File: src/rtl/seq_alu.sv
// Multi-cycle 16-bit ALU stage: single-cycle EXEC ops, iterative shift-add multiply.
// Define SEQ_ALU_DIV_EN to make op 111 an iterative unsigned divide instead of NOT a.
module seq_alu #(
  parameter int WIDTH = 16
) (
  input  logic             clk,
  input  logic             rst,
  input  logic             start,
  input  logic [2:0]       op,
  input  logic [WIDTH-1:0] a,
  input  logic [WIDTH-1:0] b,
  output logic [WIDTH-1:0] result,
  output logic             done,
  output logic             busy,
  output logic             overflow
);

  localparam int CW = $clog2(WIDTH);

  localparam logic [1:0] S_IDLE = 2'd0;
  localparam logic [1:0] S_EXEC = 2'd1;
  localparam logic [1:0] S_MUL  = 2'd2;
`ifdef SEQ_ALU_DIV_EN
  localparam logic [1:0] S_DIV  = 2'd3;
`endif

  localparam logic [2:0] OP_ADD  = 3'b000;
  localparam logic [2:0] OP_SUB  = 3'b001;
  localparam logic [2:0] OP_MUL  = 3'b010;
  localparam logic [2:0] OP_PASS = 3'b011;
  localparam logic [2:0] OP_AND  = 3'b100;
  localparam logic [2:0] OP_OR   = 3'b101;
  localparam logic [2:0] OP_XOR  = 3'b110;
  localparam logic [2:0] OP_X7   = 3'b111;

  logic [1:0]         state;
  logic [CW-1:0]      cnt;
  logic [2:0]         op_q;
  logic [WIDTH-1:0]   a_q;
  logic [WIDTH-1:0]   b_q;
  logic [2*WIDTH-1:0] prod;
  logic               last;

  assign last = (cnt == CW'(WIDTH-1));

  // one multiplier bit (b_q) per edge, LSB first
  logic [2*WIDTH-1:0] mul_add;
  logic [2*WIDTH-1:0] prod_nx;

  assign mul_add = {{WIDTH{1'b0}}, a_q} << cnt;
  assign prod_nx = b_q[cnt] ? prod + mul_add : prod;

  logic [WIDTH-1:0] ex_res;
  logic             ex_ovf;

  always_comb begin
    ex_res = '0;
    ex_ovf = 1'b0;
    unique case (op_q)
      OP_ADD: begin
        ex_res = a_q + b_q;
        ex_ovf = (a_q[WIDTH-1] == b_q[WIDTH-1]) &&
                 (ex_res[WIDTH-1] != a_q[WIDTH-1]);
      end
      OP_SUB: begin
        ex_res = a_q - b_q;
        ex_ovf = (a_q[WIDTH-1] != b_q[WIDTH-1]) &&
                 (ex_res[WIDTH-1] != a_q[WIDTH-1]);
      end
      OP_PASS: ex_res = a_q;
      OP_AND:  ex_res = a_q & b_q;
      OP_OR:   ex_res = a_q | b_q;
      OP_XOR:  ex_res = a_q ^ b_q;
      OP_X7:   ex_res = ~a_q;
      default: ex_res = '0;
    endcase
  end

`ifdef SEQ_ALU_DIV_EN
  // restoring divide: a_q shifts out dividend bits and shifts in quotient bits
  logic [WIDTH-1:0] rem;
  logic [WIDTH:0]   rem_sh;
  logic [WIDTH:0]   rem_sub;
  logic             q_bit;
  logic [WIDTH-1:0] rem_nx;
  logic [WIDTH-1:0] quo_nx;

  assign rem_sh  = {rem, a_q[WIDTH-1]};
  assign rem_sub = rem_sh - {1'b0, b_q};
  assign q_bit   = ~rem_sub[WIDTH];
  assign rem_nx  = q_bit ? rem_sub[WIDTH-1:0] : rem_sh[WIDTH-1:0];
  assign quo_nx  = {a_q[WIDTH-2:0], q_bit};
`endif

  always_ff @(posedge clk) begin
    if (rst) begin
      state    <= S_IDLE;
      cnt      <= '0;
      op_q     <= '0;
      a_q      <= '0;
      b_q      <= '0;
      prod     <= '0;
      result   <= '0;
      done     <= 1'b0;
      busy     <= 1'b0;
      overflow <= 1'b0;
`ifdef SEQ_ALU_DIV_EN
      rem      <= '0;
`endif
    end else begin
      done <= 1'b0;
      unique case (state)
        S_IDLE: begin
          if (start) begin
            a_q  <= a;
            b_q  <= b;
            op_q <= op;
            cnt  <= '0;
            prod <= '0;
            busy <= 1'b1;
`ifdef SEQ_ALU_DIV_EN
            rem  <= '0;
`endif
            if (op == OP_MUL) state <= S_MUL;
`ifdef SEQ_ALU_DIV_EN
            else if (op == OP_X7) state <= S_DIV;
`endif
            else state <= S_EXEC;
          end
        end
        S_EXEC: begin
          result   <= ex_res;
          overflow <= ex_ovf;
          done     <= 1'b1;
          busy     <= 1'b0;
          state    <= S_IDLE;
        end
        S_MUL: begin
          prod <= prod_nx;
          cnt  <= cnt + CW'(1);
          if (last) begin
            result   <= prod_nx[WIDTH-1:0];
            overflow <= |prod_nx[2*WIDTH-1:WIDTH];
            done     <= 1'b1;
            busy     <= 1'b0;
            state    <= S_IDLE;
          end
        end
`ifdef SEQ_ALU_DIV_EN
        S_DIV: begin
          rem <= rem_nx;
          a_q <= quo_nx;
          cnt <= cnt + CW'(1);
          if (last) begin
            result   <= quo_nx;
            overflow <= (b_q == '0);
            done     <= 1'b1;
            busy     <= 1'b0;
            state    <= S_IDLE;
          end
        end
`endif
        default: state <= S_IDLE;
      endcase
    end
  end

endmodule
File: config.mk
export PLATFORM = sky130hd
export DESIGN_NAME = seq_alu
export DESIGN_NICKNAME = d
export VERILOG_FILES = /design/src/rtl/seq_alu.sv
export SDC_FILE = /design/constraint.sdc
export NUM_CORES = 1
export LEC_CHECK = 0
export CORE_AREA = 2 2 125 127
export DETAILED_ROUTE_END_ITERATION = 8
export DIE_AREA = 0 0 127 129
export PLACE_DENSITY = 0.8
export SLEW_MARGIN = 20
export SYNTH_ARGS = -nofsm -noshare
export SYNTH_HDL_FRONTEND = slang
export SYNTH_SLANG_ARGS = --single-unit
File: constraint.sdc
create_clock -name clk -period 8.18 [get_ports clk]
set_input_delay 1.227 -clock clk [delete_from_list [all_inputs] [get_ports clk]]
set_output_delay 1.227 -clock clk [all_outputs]
set_load 0.02 [all_outputs]
==> impl_metrics.json, run 1 <==
{
  "clk_latency_ps": 360,
  "clock_tree.root_cell": "clkbuf_16",
  "hold_class": "reg -> reg",
  "drtIter0Drc": 935,
  "r2r_end": "overflow",
  "wl_met1_mm": 11.8,
  "worstHoldStart": "prod[17]",
  "die_area_sq_um": 16400,
  "r2r_slack_ps": 3560,
  "layout_min_cycle_time_ps": 4620,
  "cts_sinks": 92,
  "clockBufferDepth": 2,
  "r2r_cells": 17,
  "die_y_um": 129,
  "syn2layout_area_growth_pct": 9.35,
  "ys_seq_area_share_pct": 20.7,
  "synth_top_area_share_pct": 20.7,
  "cts_resized": 0,
  "wl_per_cell_um": 18.4,
  "top_layer": "met4",
  "synth_area_sq_um": 8880,
  "fin_worst_skew_ps": 7.91,
  "io_pins": 57,
  "core_sq_um": 15000,
  "power_density_nw_per_um2": 128,
  "syn-num-nets": 1351,
  "synth_area_leaders": "dfxtp_1, ha_1, nand2_1",
  "crit_start": "cnt[0]",
  "layout.nets": 1353,
  "worst_pin_slew_ps": 986,
  "ctsHoldBuffers": 0,
  "hpwl_mm": 19.6,
  "setup_tns_ps": 0,
  "pre_cts_ws_ps": 3060,
  "h-tree-depth": 3,
  "synth_flop_cell": "dfxtp_1",
  "arrival_ps": 4890,
  "via_per_inst": 6.22,
  "route.met2.wl_mm": 11.9,
  "grt_antenna_before_repair": 0,
  "ys_types": 78,
  "total_leakage_power_nw": 3.81,
  "track_usage_pct": 32.6,
  "rsz0062_at_grt": "false",
  "hold_slack_ps": 480,
  "synth_edf_count": 0,
  "ant_nets": 0,
  "utilization_pct": 64.9,
  "gp_congestion": 0.941,
  "tritoncts": "yes",
  "slew_headroom_pct": 33.8,
  "status": "completed",
  "hold_violations": 0,
  "synth_common_cells": "nand2_1, nor2_1, a21oi_1, dfxtp_1, ha_1",
  "reg2reg_from": "cnt[0]",
  "die_x_um": 127,
  "drive_above_1_share_pct": 6.00,
  "cts_buffers": 9,
  "cp_max_fo": 29,
  "drt-total-wl_mm": 26.2,
  "vias": 8841,
  "min_period_over_period_pct": 56.5,
  "route.detailed.drc": 0,
  "cp.required_ps": 8440,
  "clk_pin_slew_ps": 70,
  "grt_pass1_wl_mm": 42.8,
  "dr_wl_met3_mm": 1.78,
  "start_kind": "flop",
  "port_buffers": 56,
  "grt_overflow": 0,
  "synth_top_area_cell": "dfxtp_1",
  "start_util_pct": 59.3,
  "ys_seq_elements": 92,
  "ys_warn_count": 0,
  "min_to": "prod[17]",
  "first_pass_iters": 5,
  "report.final.slew_viol_count": 0,
  "setup_viol": 0,
  "cts_setup_buffers": 0,
  "ir_drop_mv": 0.0975,
  "critPathKind": "reg -> reg",
  "max_freq_ghz": 0.216,
  "holdPathStages": 2,
  "fin_ws_ps": 3560,
  "ys_async_sr_fraction_pct": 0,
  "rows": 45,
  "antenna_cells": 0,
  "cap_violations": 0,
  "syn_inst": 1228,
  "avgSynthCellArea_sq_um": 7.23,
  "end_kind": "flop",
  "synth.most_common_cell": "nand2_1",
  "grt_max_degree": 94,
  "first_global_vias": 8139
}
==> flip-flops by register name, indices dropped and copies added (netlist names) <==
register and count:
prod 32, a_q 16, b_q 16, result 16
cnt 4, op_q 3, state 2, busy 1
done 1, overflow 1
==> power by group <==
part | internal (mW) | switching [mW] | leakage [nW]
sequential | 0.468 | 0.0345 | 0.751
combinational | 0.134 | 0.202 | 2.92
clock | 0.208 | 0.199 | 0.134
==> per-stage QoR <==
stage	power, mW	cell area, sq um	cells
final	1.25	9710	1422
after floorplan	0.734	8880	1228
after detailed placement	0.842	9430	1407
after global routing	1.30	9710	1422
after CTS	1.25	9710	1422
after global placement	0.838	9430	1407
==> critical path, stage by stage (launching register included) <==
cell and delay [ps]:
dfxtp_2 750, clkinv_1 460, a21oi_1 280, nand2_1 80
o21ai_0 150, nor2_1 70, a21oi_1 210, ha_1 400
and3_1 260, a2111oi_4 390, o31ai_2 140, a21boi_4 180
a311oi_2 270, xor2_1 170, o21ai_1 90, and4bb_1 330
nand4_1 100, and3_1 190
==> how the worst max path moves through the flow <==
| stage | cells past startpoint | slack [ps] | to |
|---|---|---|---|
| 6_report | 17 | 3560 | overflow |
| 3_3_place_gp | 16 | 3230 | overflow |
| 2_1_floorplan | 18 | 4030 | overflow |
| 3_5_place_dp | 17 | 3060 | overflow |
| 5_1_grt | 17 | 3110 | overflow |
| 4_1_cts | 17 | 3070 | overflow |
==> layout make-up <==
cell class	instances	area [sq um]
multi-input combinational	1000	6500
fill	1365	5260
sequential	92	1840
timing repair buffer	66	631
tap	188	235
inverter	61	229
clock buffer	9	225
clock inverter	6	50.0
==> cell families after synthesis <==
logic type               count (synthesis)  share of synthesized area [%]
AND/OR/NAND/NOR                        450                           22.2
multiplexers                            50                           7.17
flip-flops                              92                           20.7
AO/OA/AOI/OAI                          373                           27.3
buffers and inverters                  136                           6.23
XOR/XNOR                                42                           4.14
adder cells (fa/ha/maj)                 85                           12.2
==> layer usage <==
metal / vias up / track usage (%)
met5: - / 0
met1: 4047 / 45.5
met3: 51 / 3.49
li1: 4375 / -
met4: 0 / 12.4
met2: 368 / 52.4
==> cells in the final DEF, fill, tap and decap left out, types with 6 or more instances in the layout <==
master             n
buf_4             10
xnor2_1           21
o21bai_1           6
a22oi_1           12
o21a_1             6
o22ai_1            6
clkdlybuf4s50_1   55
clkbuf_16          9
a21o_1            21
nand4_1            9
nand2_1          194
inv_1             55
o21ai_1           25
nor2_1           127
nor2b_1            7
a211oi_1          14
ha_1              82
mux2_2             6
mux4_2            10
nor3_1            25
o211ai_1          11
mux2i_1           33
xor2_1            21
a31oi_1           15
a21oi_1          120
nand2b_1          19
dfxtp_1           90
nand3_1           31
o31ai_1            6
o21ai_0           65
Note: power is estimated with default switching activity, not from simulation.
==> run 2: changes to the inputs <==
Clock period 8.18 ns to 4.35 ns, I/O delays scaled along.
==> run 2 against run 1 <==
Final cell count up 2.2%. Non-clock buffer count is 29 higher. Utilization up 2.2 points. Die area stayed put. Via count increased by 2.8%. Sequential power rose by 85%. Register-to-register slack worse by 3400 ps. Hold slack improved by 6.0 ps. Global-route usage fell by 0.37 points. Combinational power grew 99%. Wire length rose by 1.6%. Critical endpoint unchanged.
==> impl_metrics.json, run 2 (synthesized netlist as in run 1, its figures left out) <==
{
  "status": "completed",
  "grt_antenna_before_repair": 2,
  "critPathKind": "reg -> reg",
  "multiInputGateArea_sq_um": 6540,
  "largest_register_ffs": 32,
  "placed_cells": 1436,
  "critical_path.top_delay_family": "compound AO/OA/AOI/OAI gates",
  "total_leakage_power_nw": 3.98,
  "rows": 45,
  "drtIter0Drc": 935,
  "tritoncts": "yes",
  "grt_pass1_wl_mm": 42.3,
  "mostFrequentLayoutCells": "nand2_1, nor2_1, a21oi_1, dfxtp_1, ha_1",
  "hpwl_mm": 20.2,
  "grt_max_degree": 93,
  "layout_min_cycle_time_ps": 4150,
  "ant_nets": 0,
  "top_register": "prod",
  "power_density_nw_per_um2": 247,
  "regArea_sq_um": 1850,
  "fin_worst_skew_ps": 12.6,
  "reg2reg_from": "cnt[0]",
  "cts_buffers": 9,
  "vias": 9086,
  "die_y_um": 129,
  "h-tree-depth": 3,
  "crit_path_top_delay_cell": "mux4_2",
  "hold_violations": 0,
  "drive_above_1_share_pct": 8.94,
  "max_freq_ghz": 0.241,
  "r2r_cells": 14,
  "die_area_sq_um": 16400,
  "port_buffers": 56,
  "first_global_vias": 8002,
  "end_kind": "flop",
  "setup_viol": 0,
  "syn2layout_area_growth_pct": 13.0,
  "via_per_inst": 6.25,
  "cp.required_ps": 4600,
  "route.detailed.drc": 0,
  "grt_overflow": 0,
  "drt-total-wl_mm": 26.7,
  "track_usage_pct": 32.3,
  "n_fill_cell": 1331,
  "first_pass_iters": 5,
  "finalNonFillerCells": 1453,
  "crit_buf_inv": 0,
  "final_common_cell": "nand2_1",
  "clk_latency_ps": 360,
  "die_x_um": 127,
  "crit_top_cell": "nand4_1",
  "r2r_end": "overflow",
  "io_pins": 57,
  "cts_setup_buffers": 0,
  "clk_pin_slew_ps": 70,
  "gp_congestion": 1.02,
  "ir_drop_mv": 0.180,
  "holdPathStages": 2,
  "setup_tns_ps": 0,
  "cts_sinks": 92,
  "clockBufferDepth": 2,
  "max_stage_delay_ps": 550,
  "min_period_over_period_pct": 95.4,
  "min_to": "prod[17]",
  "core_sq_um": 15000,
  "cap_violations": 0,
  "worst_pin_slew_ps": 1010,
  "start_kind": "flop",
  "start_util_pct": 59.3,
  "clock_tree.root_cell": "clkbuf_16",
  "hold_class": "reg -> reg",
  "cp_max_fo": 9,
  "rsz0062_at_grt": "false",
  "r2r_slack_ps": 200,
  "report.final.slew_viol_count": 0,
  "layout.nets": 1382,
  "path_cells": "mux4_2 -> mux2i_1 -> o22ai_1 -> ha_1 -> nand4_1 -> nor4_1 -> a31oi_1 -> a31oi_2 -> nor2_1 -> xor2_1 -> o221ai_1 -> a211oi_2 -> nand4_1 -> and3_1",
  "slew_headroom_pct": 32.8,
  "worstHoldStart": "prod[17]",
  "arrival_ps": 4400,
  "wl_per_cell_um": 18.3
}
[run 2: tightest hold or removal path, cell delays in order (launching register included)]
cell     delay, ps
dfxtp_1        330
nand2_1         60
a21oi_1         50
[run 2: worst max-delay path by stage]
stage	from	end	slack (ps)	cells past startpoint
2_1_floorplan	cnt[1]	overflow	200	18
3_3_place_gp	cnt[0]	overflow	240	15
3_5_place_dp	cnt[0]	overflow	190	15
4_1_cts	cnt[0]	overflow	140	15
5_1_grt	cnt[0]	overflow	10	15
6_report	cnt[0]	overflow	200	14
[run 2: cell type report]
type                            instances  area share [%]
Multi-Input combinational cell       1000            65.1
Antenna cell                            1          0.0249
Clock buffer                           11            2.42
Clock inverter                          5           0.847
Timing Repair Buffer                   95            8.57
Inverter                               61            2.32
Sequential cell                        92            18.4
Tap cell                              188            2.34
[run 2: metrics by stage]
stage | hold slack, ps | power [mW] | setup slack [ps] | area (sq um) | utilization (%)
final | 486 | 2.48 | 200 | 10000 | 67.0
after global routing | 499 | 2.59 | 13.5 | 10000 | 67.0
after CTS | 482 | 2.48 | 142 | 9990 | 66.7
after detailed placement | 468 | 1.60 | 192 | 9660 | 64.5
after global placement | 466 | 1.59 | 245 | 9660 | 64.5
after floorplan | 446 | 1.38 | 204 | 8880 | -
[run 2: routing by layer]
metal / global-route usage, % / wire length [um] / vias to the layer above
met3: 5.24 / 1890 / 60
met2: 52.2 / 12200 / 380
li1: - / - / 4433
met4: 11.6 / 784 / 2
met5: 0 / 13 / -
met1: 43.8 / 11800 / 4211
[run 2: where the power goes]
group	total (mW)	switching, mW	internal, mW
Clock	0.883	0.361	0.522
Combinational	0.670	0.400	0.270
Sequential	0.932	0.0508	0.881
Total	2.48	0.812	1.67
[run 2: timing repair]
action	in CTS	in global routing
resized for setup	0	14
endpoints found under the setup margin	0	1
hold buffers	0	0
